$ cat config.mk
export PLATFORM = sky130hd
export DESIGN_NAME = transmission_reciprocal_flat
export DESIGN_NICKNAME = d
export VERILOG_FILES = /design/src/rtl/transmission_reciprocal_if.sv /design/src/rtl/transmission_reciprocal.sv /design/src/flat_wrapper.sv
export SDC_FILE = /design/constraint.sdc
export NUM_CORES = 1
export LEC_CHECK = 0
export CAP_MARGIN = 20
export CORE_ASPECT_RATIO = 1.2
export CORE_MARGIN = 2
export CORE_UTILIZATION = 40
export DETAILED_ROUTE_END_ITERATION = 12
export SLEW_MARGIN = 25
export SYNTH_ARGS = -nofsm -noshare
export SYNTH_HDL_FRONTEND = slang
export SYNTH_SLANG_ARGS = --single-unit
$ cat constraint.sdc
create_clock -name i_clk -period 9.45 [get_ports i_clk]
set_input_delay 1.89 -clock i_clk [delete_from_list [all_inputs] [get_ports i_clk]]
set_output_delay 1.89 -clock i_clk [all_outputs]
set_load 0.01 [all_outputs]
$ cat src/rtl/transmission_reciprocal_if.sv
// Pixel handshake bundle for transmission_reciprocal: dc/A/RGB in, 1/t plus aligned sidecars out.
`default_nettype none

interface transmission_reciprocal_if;
  logic        i_valid;
  logic        o_ready;
  logic [7:0]  i_dc;
  logic [7:0]  i_a;
  logic [7:0]  i_er;
  logic [7:0]  i_eg;
  logic [7:0]  i_eb;
  logic        o_valid;
  logic        i_ready;
  logic [10:0] o_on_by_t;
  logic [7:0]  o_er;
  logic [7:0]  o_eg;
  logic [7:0]  o_eb;
  logic [7:0]  o_a;

  modport master (
    output i_valid, i_dc, i_a, i_er, i_eg, i_eb, i_ready,
    input  o_ready, o_valid, o_on_by_t, o_er, o_eg, o_eb, o_a
  );

  modport slave (
    input  i_valid, i_dc, i_a, i_er, i_eg, i_eb, i_ready,
    output o_ready, o_valid, o_on_by_t, o_er, o_eg, o_eb, o_a
  );
endinterface

`default_nettype wire

$ cat src/rtl/transmission_reciprocal.sv
// ============================================================================
// Module : transmission_reciprocal
// Brief  : 1/t = A / (A - omega*dc) with t0 floor, serial restoring divider,
//          Q8.3 output; macro DEHAZE_RECIP_ROUND_EN selects round-to-nearest.
// Rev    : 1.0  initial release
// ============================================================================
`default_nettype none

module transmission_reciprocal #(
  parameter int unsigned OMEGA = 243,
  parameter int unsigned T0    = 26
) (
  input  logic                        i_clk,
  input  logic                        i_rst_n,
  transmission_reciprocal_if.slave    bus
);

`ifdef DEHAZE_RECIP_ROUND_EN
  localparam int NW = 20;
`else
  localparam int NW = 19;
`endif
  localparam logic [4:0] ITER_LAST = 5'(NW - 1);
  localparam logic [7:0] OMEGA_C   = 8'(OMEGA);
  localparam logic [7:0] T0_C      = 8'(T0);

  localparam logic [1:0] ST_IDLE  = 2'd0;
  localparam logic [1:0] ST_SETUP = 2'd1;
  localparam logic [1:0] ST_DIV   = 2'd2;
  localparam logic [1:0] ST_DONE  = 2'd3;

  logic [1:0]    state_q, state_d;
  logic [7:0]    dc_q, dc_d;
  logic [7:0]    a_q, a_d;
  logic [7:0]    er_q, er_d;
  logic [7:0]    eg_q, eg_d;
  logic [7:0]    eb_q, eb_d;
  logic [15:0]   d_q, d_d;
  logic [16:0]   rem_q, rem_d;
  logic [NW-1:0] quo_q, quo_d;
  logic [4:0]    cnt_q, cnt_d;
  logic [10:0]   res_q, res_d;

  logic [15:0]        omega_dc;
  logic [15:0]        dmin;
  logic signed [17:0] d_raw;
  logic [15:0]        d_clamp;
  logic [NW-1:0]      num;
  logic [17:0]        rem_sh;
  logic               ge;
  logic [16:0]        rem_nx;
  logic [NW-1:0]      quo_nx;
  logic [10:0]        quo_sat;

  // Denominator is formed in A<<8 units; negative or tiny values fall to the t0 floor.
  always_comb begin
    omega_dc = 16'(OMEGA_C) * 16'(dc_q);
    dmin     = 16'(T0_C) * 16'(a_q);
    d_raw    = $signed({2'b00, a_q, 8'd0}) - $signed({2'b00, omega_dc});
    d_clamp  = (d_raw < $signed({2'b00, dmin})) ? dmin : d_raw[15:0];
`ifdef DEHAZE_RECIP_ROUND_EN
    num      = {1'b0, a_q, 11'd0} + {5'd0, d_clamp[15:1]};
`else
    num      = {a_q, 11'd0};
`endif
  end

  always_comb begin
    rem_sh  = {rem_q, quo_q[NW-1]};
    ge      = (rem_sh >= {2'b00, d_q});
    rem_nx  = ge ? 17'(rem_sh - {2'b00, d_q}) : rem_sh[16:0];
    quo_nx  = {quo_q[NW-2:0], ge};
    quo_sat = (|quo_nx[NW-1:11]) ? 11'd2047 : quo_nx[10:0];
  end

  always_comb begin
    state_d = state_q;
    dc_d    = dc_q;
    a_d     = a_q;
    er_d    = er_q;
    eg_d    = eg_q;
    eb_d    = eb_q;
    d_d     = d_q;
    rem_d   = rem_q;
    quo_d   = quo_q;
    cnt_d   = cnt_q;
    res_d   = res_q;
    case (state_q)
      ST_IDLE: begin
        if (bus.i_valid) begin
          dc_d    = bus.i_dc;
          a_d     = bus.i_a;
          er_d    = bus.i_er;
          eg_d    = bus.i_eg;
          eb_d    = bus.i_eb;
          state_d = ST_SETUP;
        end
      end
      ST_SETUP: begin
        // A == 0 would divide by zero; define 1/t as 1.0 instead.
        if (a_q == 8'd0) begin
          res_d   = 11'd8;
          state_d = ST_DONE;
        end else begin
          d_d     = d_clamp;
          rem_d   = 17'd0;
          quo_d   = num;
          cnt_d   = ITER_LAST;
          state_d = ST_DIV;
        end
      end
      ST_DIV: begin
        rem_d = rem_nx;
        quo_d = quo_nx;
        if (cnt_q == 5'd0) begin
          res_d   = quo_sat;
          state_d = ST_DONE;
        end else begin
          cnt_d = cnt_q - 5'd1;
        end
      end
      ST_DONE: begin
        if (bus.i_ready) state_d = ST_IDLE;
      end
      default: state_d = ST_IDLE;
    endcase
  end

  always_ff @(posedge i_clk or negedge i_rst_n) begin
    if (!i_rst_n) begin
      state_q <= ST_IDLE;
      dc_q    <= '0;
      a_q     <= '0;
      er_q    <= '0;
      eg_q    <= '0;
      eb_q    <= '0;
      d_q     <= '0;
      rem_q   <= '0;
      quo_q   <= '0;
      cnt_q   <= '0;
      res_q   <= '0;
    end else begin
      state_q <= state_d;
      dc_q    <= dc_d;
      a_q     <= a_d;
      er_q    <= er_d;
      eg_q    <= eg_d;
      eb_q    <= eb_d;
      d_q     <= d_d;
      rem_q   <= rem_d;
      quo_q   <= quo_d;
      cnt_q   <= cnt_d;
      res_q   <= res_d;
    end
  end

  assign bus.o_ready   = (state_q == ST_IDLE);
  assign bus.o_valid   = (state_q == ST_DONE);
  assign bus.o_on_by_t = res_q;
  assign bus.o_er      = er_q;
  assign bus.o_eg      = eg_q;
  assign bus.o_eb      = eb_q;
  assign bus.o_a       = a_q;

endmodule

`default_nettype wire

$ cat src/flat_wrapper.sv
// flat-port wrapper written by rule: the top's interface ports become plain ports
module transmission_reciprocal_flat 
#(
  parameter int unsigned OMEGA = 243,
  parameter int unsigned T0    = 26
)
  (i_clk, i_rst_n, bus_i_valid, bus_i_dc, bus_i_a, bus_i_er, bus_i_eg, bus_i_eb, bus_i_ready, bus_o_ready, bus_o_valid, bus_o_on_by_t, bus_o_er, bus_o_eg, bus_o_eb, bus_o_a);
  transmission_reciprocal_if bus_i ();
  input  logic i_clk;
  input  logic i_rst_n;
  input wire logic [$bits(bus_i.i_valid)-1:0] bus_i_valid;
  input wire logic [$bits(bus_i.i_dc)-1:0] bus_i_dc;
  input wire logic [$bits(bus_i.i_a)-1:0] bus_i_a;
  input wire logic [$bits(bus_i.i_er)-1:0] bus_i_er;
  input wire logic [$bits(bus_i.i_eg)-1:0] bus_i_eg;
  input wire logic [$bits(bus_i.i_eb)-1:0] bus_i_eb;
  input wire logic [$bits(bus_i.i_ready)-1:0] bus_i_ready;
  output wire logic [$bits(bus_i.o_ready)-1:0] bus_o_ready;
  output wire logic [$bits(bus_i.o_valid)-1:0] bus_o_valid;
  output wire logic [$bits(bus_i.o_on_by_t)-1:0] bus_o_on_by_t;
  output wire logic [$bits(bus_i.o_er)-1:0] bus_o_er;
  output wire logic [$bits(bus_i.o_eg)-1:0] bus_o_eg;
  output wire logic [$bits(bus_i.o_eb)-1:0] bus_o_eb;
  output wire logic [$bits(bus_i.o_a)-1:0] bus_o_a;
  assign bus_i.i_valid = bus_i_valid;
  assign bus_i.i_dc = bus_i_dc;
  assign bus_i.i_a = bus_i_a;
  assign bus_i.i_er = bus_i_er;
  assign bus_i.i_eg = bus_i_eg;
  assign bus_i.i_eb = bus_i_eb;
  assign bus_i.i_ready = bus_i_ready;
  assign bus_o_ready = bus_i.o_ready;
  assign bus_o_valid = bus_i.o_valid;
  assign bus_o_on_by_t = bus_i.o_on_by_t;
  assign bus_o_er = bus_i.o_er;
  assign bus_o_eg = bus_i.o_eg;
  assign bus_o_eb = bus_i.o_eb;
  assign bus_o_a = bus_i.o_a;
  transmission_reciprocal #(.OMEGA(OMEGA), .T0(T0)) u_core (.i_clk(i_clk), .i_rst_n(i_rst_n), .bus(bus_i));
endmodule
Word level (Yosys, flattened, before mapping) --
Cells that the tools add are included. Widths: inputs -> output; s select.
Word-level totals: register bits 110, word-level logic and storage cells 57, output and inout port bits 45, input port bits 44
Cells by class: equal/unequal tests 9, bitwise operators 1, order comparisons 2, multipliers 2, reduce and logical (&&, ||, !) cells 11, add/sub/neg operators 3, muxes and demuxes 18
Operator list (count):
- $pmux 19 s2 | 1
- $mux 17 | 2
- $pmux 17 s2 | 1
- $mux 11 | 3
- $pmux 11 s2 | 1
- $mux 19 | 1
- $ge 18x16->1 | 1
- $lt 18x14->1 | 1
- $sub 16x16->17 | 1
- $sub 17x16->17 | 1
- $mul 8x8->16 const A | 1
- $mux 16 | 1
- $mul 4x8->12 const A | 1
- $mux 5 | 2
- $pmux 5 s2 | 1
- $reduce_and 3->1 | 3
- $logic_not 8->1 | 1
- $ne 2x2->1 const B | 4
- $pmux 2 s4 | 1
- $reduce_or 8->1 | 1
- $mux 2 | 3
- $reduce_and 2->1 | 3
- $logic_not 5->1 | 1
- $sub 5x1->5 const B | 1
- 7 further kinds | 9

Longest topological paths before layout --
depth after elaboration 4, mapped depth 23, mapped depth without buffers 22

Least setup slack after synthesis --
OpenSTA, ideal clock, no wires.
kind flip-flop to flip-flop, start point register u_core.dc_q[6], end point register u_core.d_q[7], path slack 4136 ps, setup time 82 ps, data arrival time 5232 ps, stages on the path, launching flop included 22, period minus slack after synthesis 5314 ps, cell sequence dfrtp_1 inv_1 ha_1 xor2_1 ha_1 o21bai_1 fa_1 inv_1 fa_1 inv_1 ha_1 or3_1 o211a_1 a21o_2 a21oi_1 xnor2_1 ha_1 o211ai_1 o31a_2 a41o_4 a211o_2 a31oi_1
On the way: word-level cells in the longest chain between the ends 4
Ends and longest elaborated chain:
- from (decl) | line transmission_reciprocal.sv:33 | logic [7:0] dc_q, dc_d;
- from (signal assigned) | line transmission_reciprocal.sv:132 | dc_q <= '0;
- from (signal assigned) | line transmission_reciprocal.sv:144 | dc_q <= dc_d;
- $mul 8x8->16 (*) | line transmission_reciprocal.sv:57 | omega_dc = 16'(OMEGA_C) * 16'(dc_q);
- $sub 16x16->17 (*) | line transmission_reciprocal.sv:59 | d_raw = $signed({2'b00, a_q, 8'd0}) - $signed({2'b00, omega_dc});
- $lt 18x14->1 | line transmission_reciprocal.sv:60 | d_clamp = (d_raw < $signed({2'b00, dmin})) ? dmin : d_raw[15:0];
- $mux 16 (*) | line transmission_reciprocal.sv:60
- to (signal assigned) | line transmission_reciprocal.sv:137 | d_q <= '0;
- to (signal assigned) | line transmission_reciprocal.sv:149 | d_q <= d_d;
- to (decl) | line transmission_reciprocal.sv:38 | logic [15:0] d_q, d_d;
Every way passes the cells marked *; elsewhere a longest branch is shown, timed or not. A chain may end at the register's enable or synchronous reset.

Final worst setup path --
Ends and elaborated chain as after synthesis.

==> impl_metrics.csv <==
group,metric,value,unit
grt,first_global_vias,6102,
synthesis,yosysSeqAreaShare,33.2,%
routing,ant_nets,0,
layout,final_cell_mix,"sky130_fd_sc_hd__inv_1, sky130_fd_sc_hd__dfrtp_1, sky130_fd_sc_hd__ha_1, sky130_fd_sc_hd__clkdlybuf4s50_1, sky130_fd_sc_hd__nand2_1",
timing,final.setup.worst_slack,3.74,ns
layout,fillerInstances,1944,
grt,antenna_violations_before_repair,0,
flow_run,cap_violations,0,
layout,layout.cells.most_common,"sky130_fd_sc_hd__inv_1",
clock_network,clk-insertion-delay-late,0.37,ns
routing,first_iter_violations,221,
synthesis,netlist-cell-type-count,66,
routing,total_via_count_in_the_routed_design,5910,
critical_path,regToRegStartpoint,"u_core.dc_q[6]",
critical_path,required,9.74,ns
clock_network,clkTransAtPathRegs,0.08,ns
layout,fin_nets,1103,
grt,pin_count_of_the_biggest_net_entering_global_routing,68,
routing,first_pass_iters,4,
placed_design,portBuffers,88,
timing,min_period,5.71,ns
synthesis,postSynth.asyncResetShare,100,%
placed_design,place_congestion,0.852,
critical_path,crit_slowest_cell,"sky130_fd_sc_hd__fa_1",
timing,finalClockSkew,0.0151,ns
routing,drt_drc_violations_left,0,
clock_network,clock_tree.htree_level_count,3,
critical_path,path_max_fanout,17,
die,die_x,135,µm
grt,grt_overflow,0,
die,floorplan.initialDensity,40.8,%
routing,routedWlPerCell,14.8,µm
synthesis,postSynthAreaPerCell,9.80,µm²
die,fp.coreArea,20300,µm²
grt,first_pass_grt_wire_length,30200,µm
placed_design,pre_cts_ws,3.76,ns
timing,setup_viol,0,
die,num_rows,57,
clock_network,cts-resized-gates,0,
timing,fmax,0.175,GHz
placed_design,hpwl,13600,µm
layout,layout-area-overhead-vs-synth,16.9,%
synthesis,synth.cell_area,8300,µm²
critical_path,cp_cell_sequence,"inv_1 -> ha_1 -> xor2_1 -> ha_1 -> o21bai_1 -> fa_1 -> inv_1 -> fa_1 -> inv_1 -> ha_1 -> or3_1 -> o211a_1 -> a21o_2 -> a21oi_1 -> xnor2_1 -> ha_1 -> o211ai_1 -> o31a_2 -> a41o_4 -> a211o_2 -> a31oi_1",
critical_path,arrival,6.00,ns
critical_path,worstSetupPathType,"register to register",
timing,max-slew-margin-rel,42.4,%
timing,totalNegativeSetupSlack,0,ns
routing,postRouteWirelength,17600,µm
critical_path,timing.critical_path.buf_inv,3,
clock_network,clk_path_buf_depth,2,
synthesis,synth_nets,1025,
synthesis,synth_seq_cells,110,
min_path,min_path_type,"register to register",
min_path,timing.hold.worst.start,"u_core.bus.o_on_by_t[5]",
clock_network,tritoncts,"built",
synthesis,synth-edff-count,0,
critical_path,reg2reg_slack,3.74,ns
critical_path,cp-end-kind,"register",
timing,drv_slew,0,
placed_design,placement.cell_area,9400,µm²
layout,layout.cell_area.non_filler,9700,µm²
critical_path,crit_path_start_kind,"register",
timing,grt_setup_unrepaired,"no",
timing,finalHoldViolCount,0,
die,die_height,162,µm
timing,worst_slew_pin_slew,0.863,ns
routing,vias_per_cell,4.95,
grt,grt_usage,17.3,%
clock_network,cts_post_setup_buffers_inserted,0,
critical_path,most_prevalent_standard_cell_on_the_critical_path,"sky130_fd_sc_hd__ha_1",
layout,diodes,0,
synthesis,ys_dominant_reg_cell,"sky130_fd_sc_hd__dfrtp_1",
critical_path,startpoint,"u_core.dc_q[6]",
layout,drive_gt1_share,9.35,%
synthesis,post_syn_instances,847,
die,design.portCount,89,
placed_design,dp.cells,1179,
critical_path,cpPeakStageDelay,0.52,ns
critical_path,critical-path-top-delay-family,"adder cells",
die,die-area,21900,µm²
clock_network,postCtsHoldBufs,0,
timing,min_period_over_period,60.4,%
clock_network,cts_sinks,110,
synthesis,ys_warn_count,0,
clock_network,numCtsBuffers,9,
run_status,status,"completed",
layout,final_instance_count_without_filler_cells,1195,
clock_network,cts.root.buffer_cell,"sky130_fd_sc_hd__clkbuf_16",
## final timing paths
check | endpoint | cells after the start
setup / recovery | u_core.d_q[7] | 21
hold / removal | u_core.bus.o_on_by_t[5] | 2
setup reg to reg | u_core.d_q[7] | 21
hold reg to reg | u_core.bus.o_on_by_t[5] | 2
max in group asynchronous | u_core.d_q[8] | 2
min in group asynchronous | u_core.bus.o_eg[6] | 1
## tightest hold or removal path: cells and delay by family (launching register included)
family | cells | cell delay, ns
compound gates | 1 | 0.05
simple gates | 1 | 0.04
flops | 1 | 0.35
## cells in the mapped netlist (3+ instances only)
| cell | number | share of area (%) |
|---|---|---|
| sky130_fd_sc_hd__dfrtp_1 | 110 | 33 |
| sky130_fd_sc_hd__or2_2 | 4 | 0.30 |
| sky130_fd_sc_hd__nand3_1 | 8 | 0.48 |
| sky130_fd_sc_hd__nor3_1 | 16 | 0.96 |
| sky130_fd_sc_hd__ha_1 | 103 | 16 |
| sky130_fd_sc_hd__fa_1 | 31 | 7.5 |
| sky130_fd_sc_hd__xnor2_1 | 18 | 1.9 |
| sky130_fd_sc_hd__nor4_1 | 5 | 0.38 |
| sky130_fd_sc_hd__nor2_1 | 44 | 2.0 |
| sky130_fd_sc_hd__mux2_2 | 43 | 5.8 |
| sky130_fd_sc_hd__nor2b_1 | 13 | 0.98 |
| sky130_fd_sc_hd__o21a_1 | 3 | 0.27 |
| sky130_fd_sc_hd__a21oi_1 | 21 | 1.3 |
| sky130_fd_sc_hd__clkbuf_1 | 18 | 0.81 |
| sky130_fd_sc_hd__nand4_1 | 3 | 0.23 |
| sky130_fd_sc_hd__xor2_1 | 16 | 1.7 |
| sky130_fd_sc_hd__o211ai_1 | 5 | 0.45 |
| sky130_fd_sc_hd__nand2_1 | 62 | 2.8 |
| sky130_fd_sc_hd__o21ai_0 | 56 | 3.4 |
| sky130_fd_sc_hd__a21boi_0 | 3 | 0.27 |
| sky130_fd_sc_hd__and3_1 | 3 | 0.23 |
| sky130_fd_sc_hd__nand2b_1 | 6 | 0.45 |
| sky130_fd_sc_hd__a31oi_1 | 7 | 0.53 |
| sky130_fd_sc_hd__inv_1 | 134 | 6.1 |
| sky130_fd_sc_hd__o31ai_1 | 5 | 0.45 |
| sky130_fd_sc_hd__or3_1 | 4 | 0.30 |
| sky130_fd_sc_hd__a22o_1 | 12 | 1.3 |
| sky130_fd_sc_hd__a21o_1 | 5 | 0.45 |
| sky130_fd_sc_hd__mux2i_1 | 31 | 3.7 |
| sky130_fd_sc_hd__o22ai_1 | 3 | 0.23 |
| sky130_fd_sc_hd__o21ai_1 | 9 | 0.54 |
## layer usage
metal  vias up  track usage [%]  wire length (µm)
li1       3016                -                 -
met1      2807             21.8              7910
met2        70             30.5              9000
met3        17             2.93               454
met4         0             4.59               274
met5         -                0                 0
## flip-flops by register name, indices dropped and copies added (netlist names)
name                  count
u_core.bus.o_eg           8
u_core.d_q               16
u_core.bus.o_on_by_t     11
u_core.bus.o_eb           8
u_core.bus.o_a            8
u_core.dc_q               8
u_core.cnt_q              5
u_core.bus.o_er           8
u_core.rem_q             17
u_core.quo_q             19
u_core.state_q            2
## cells by family after synthesis
| kind of cell | Yosys count | synth area share [%] |
|---|---|---|
| flops | 110 | 33.2 |
| fa+ha+maj | 134 | 23.0 |
| simple gates | 181 | 10.3 |
| mux | 74 | 9.57 |
| xor+xnor | 34 | 3.59 |
| buf+inv | 157 | 7.67 |
| compound gates | 157 | 12.7 |
## stage by stage
stage | util, % | hold slack (ns)
finish | 47.7 | 0.478
global route | 47.7 | 0.503
CTS | 47.7 | 0.489
detailed placement | 46.2 | 0.472
global placement | 46.2 | 0.463
floorplan | - | 0.449
## layout make-up
cell class | count | area (µm²) | share of cell area, %
clock buffer | 9 | 225 | 2.32
sequential | 110 | 2750 | 28.4
multi-input combinational | 580 | 4920 | 50.7
timing repair buffer | 90 | 893 | 9.21
tap | 265 | 332 | 3.42
inverter | 134 | 503 | 5.18
clock inverter | 7 | 75.1 | 0.774
Power is left out: the tool's default activity adds up to more than one toggle a clock period on the data nets, which glitch-free logic cannot reach.
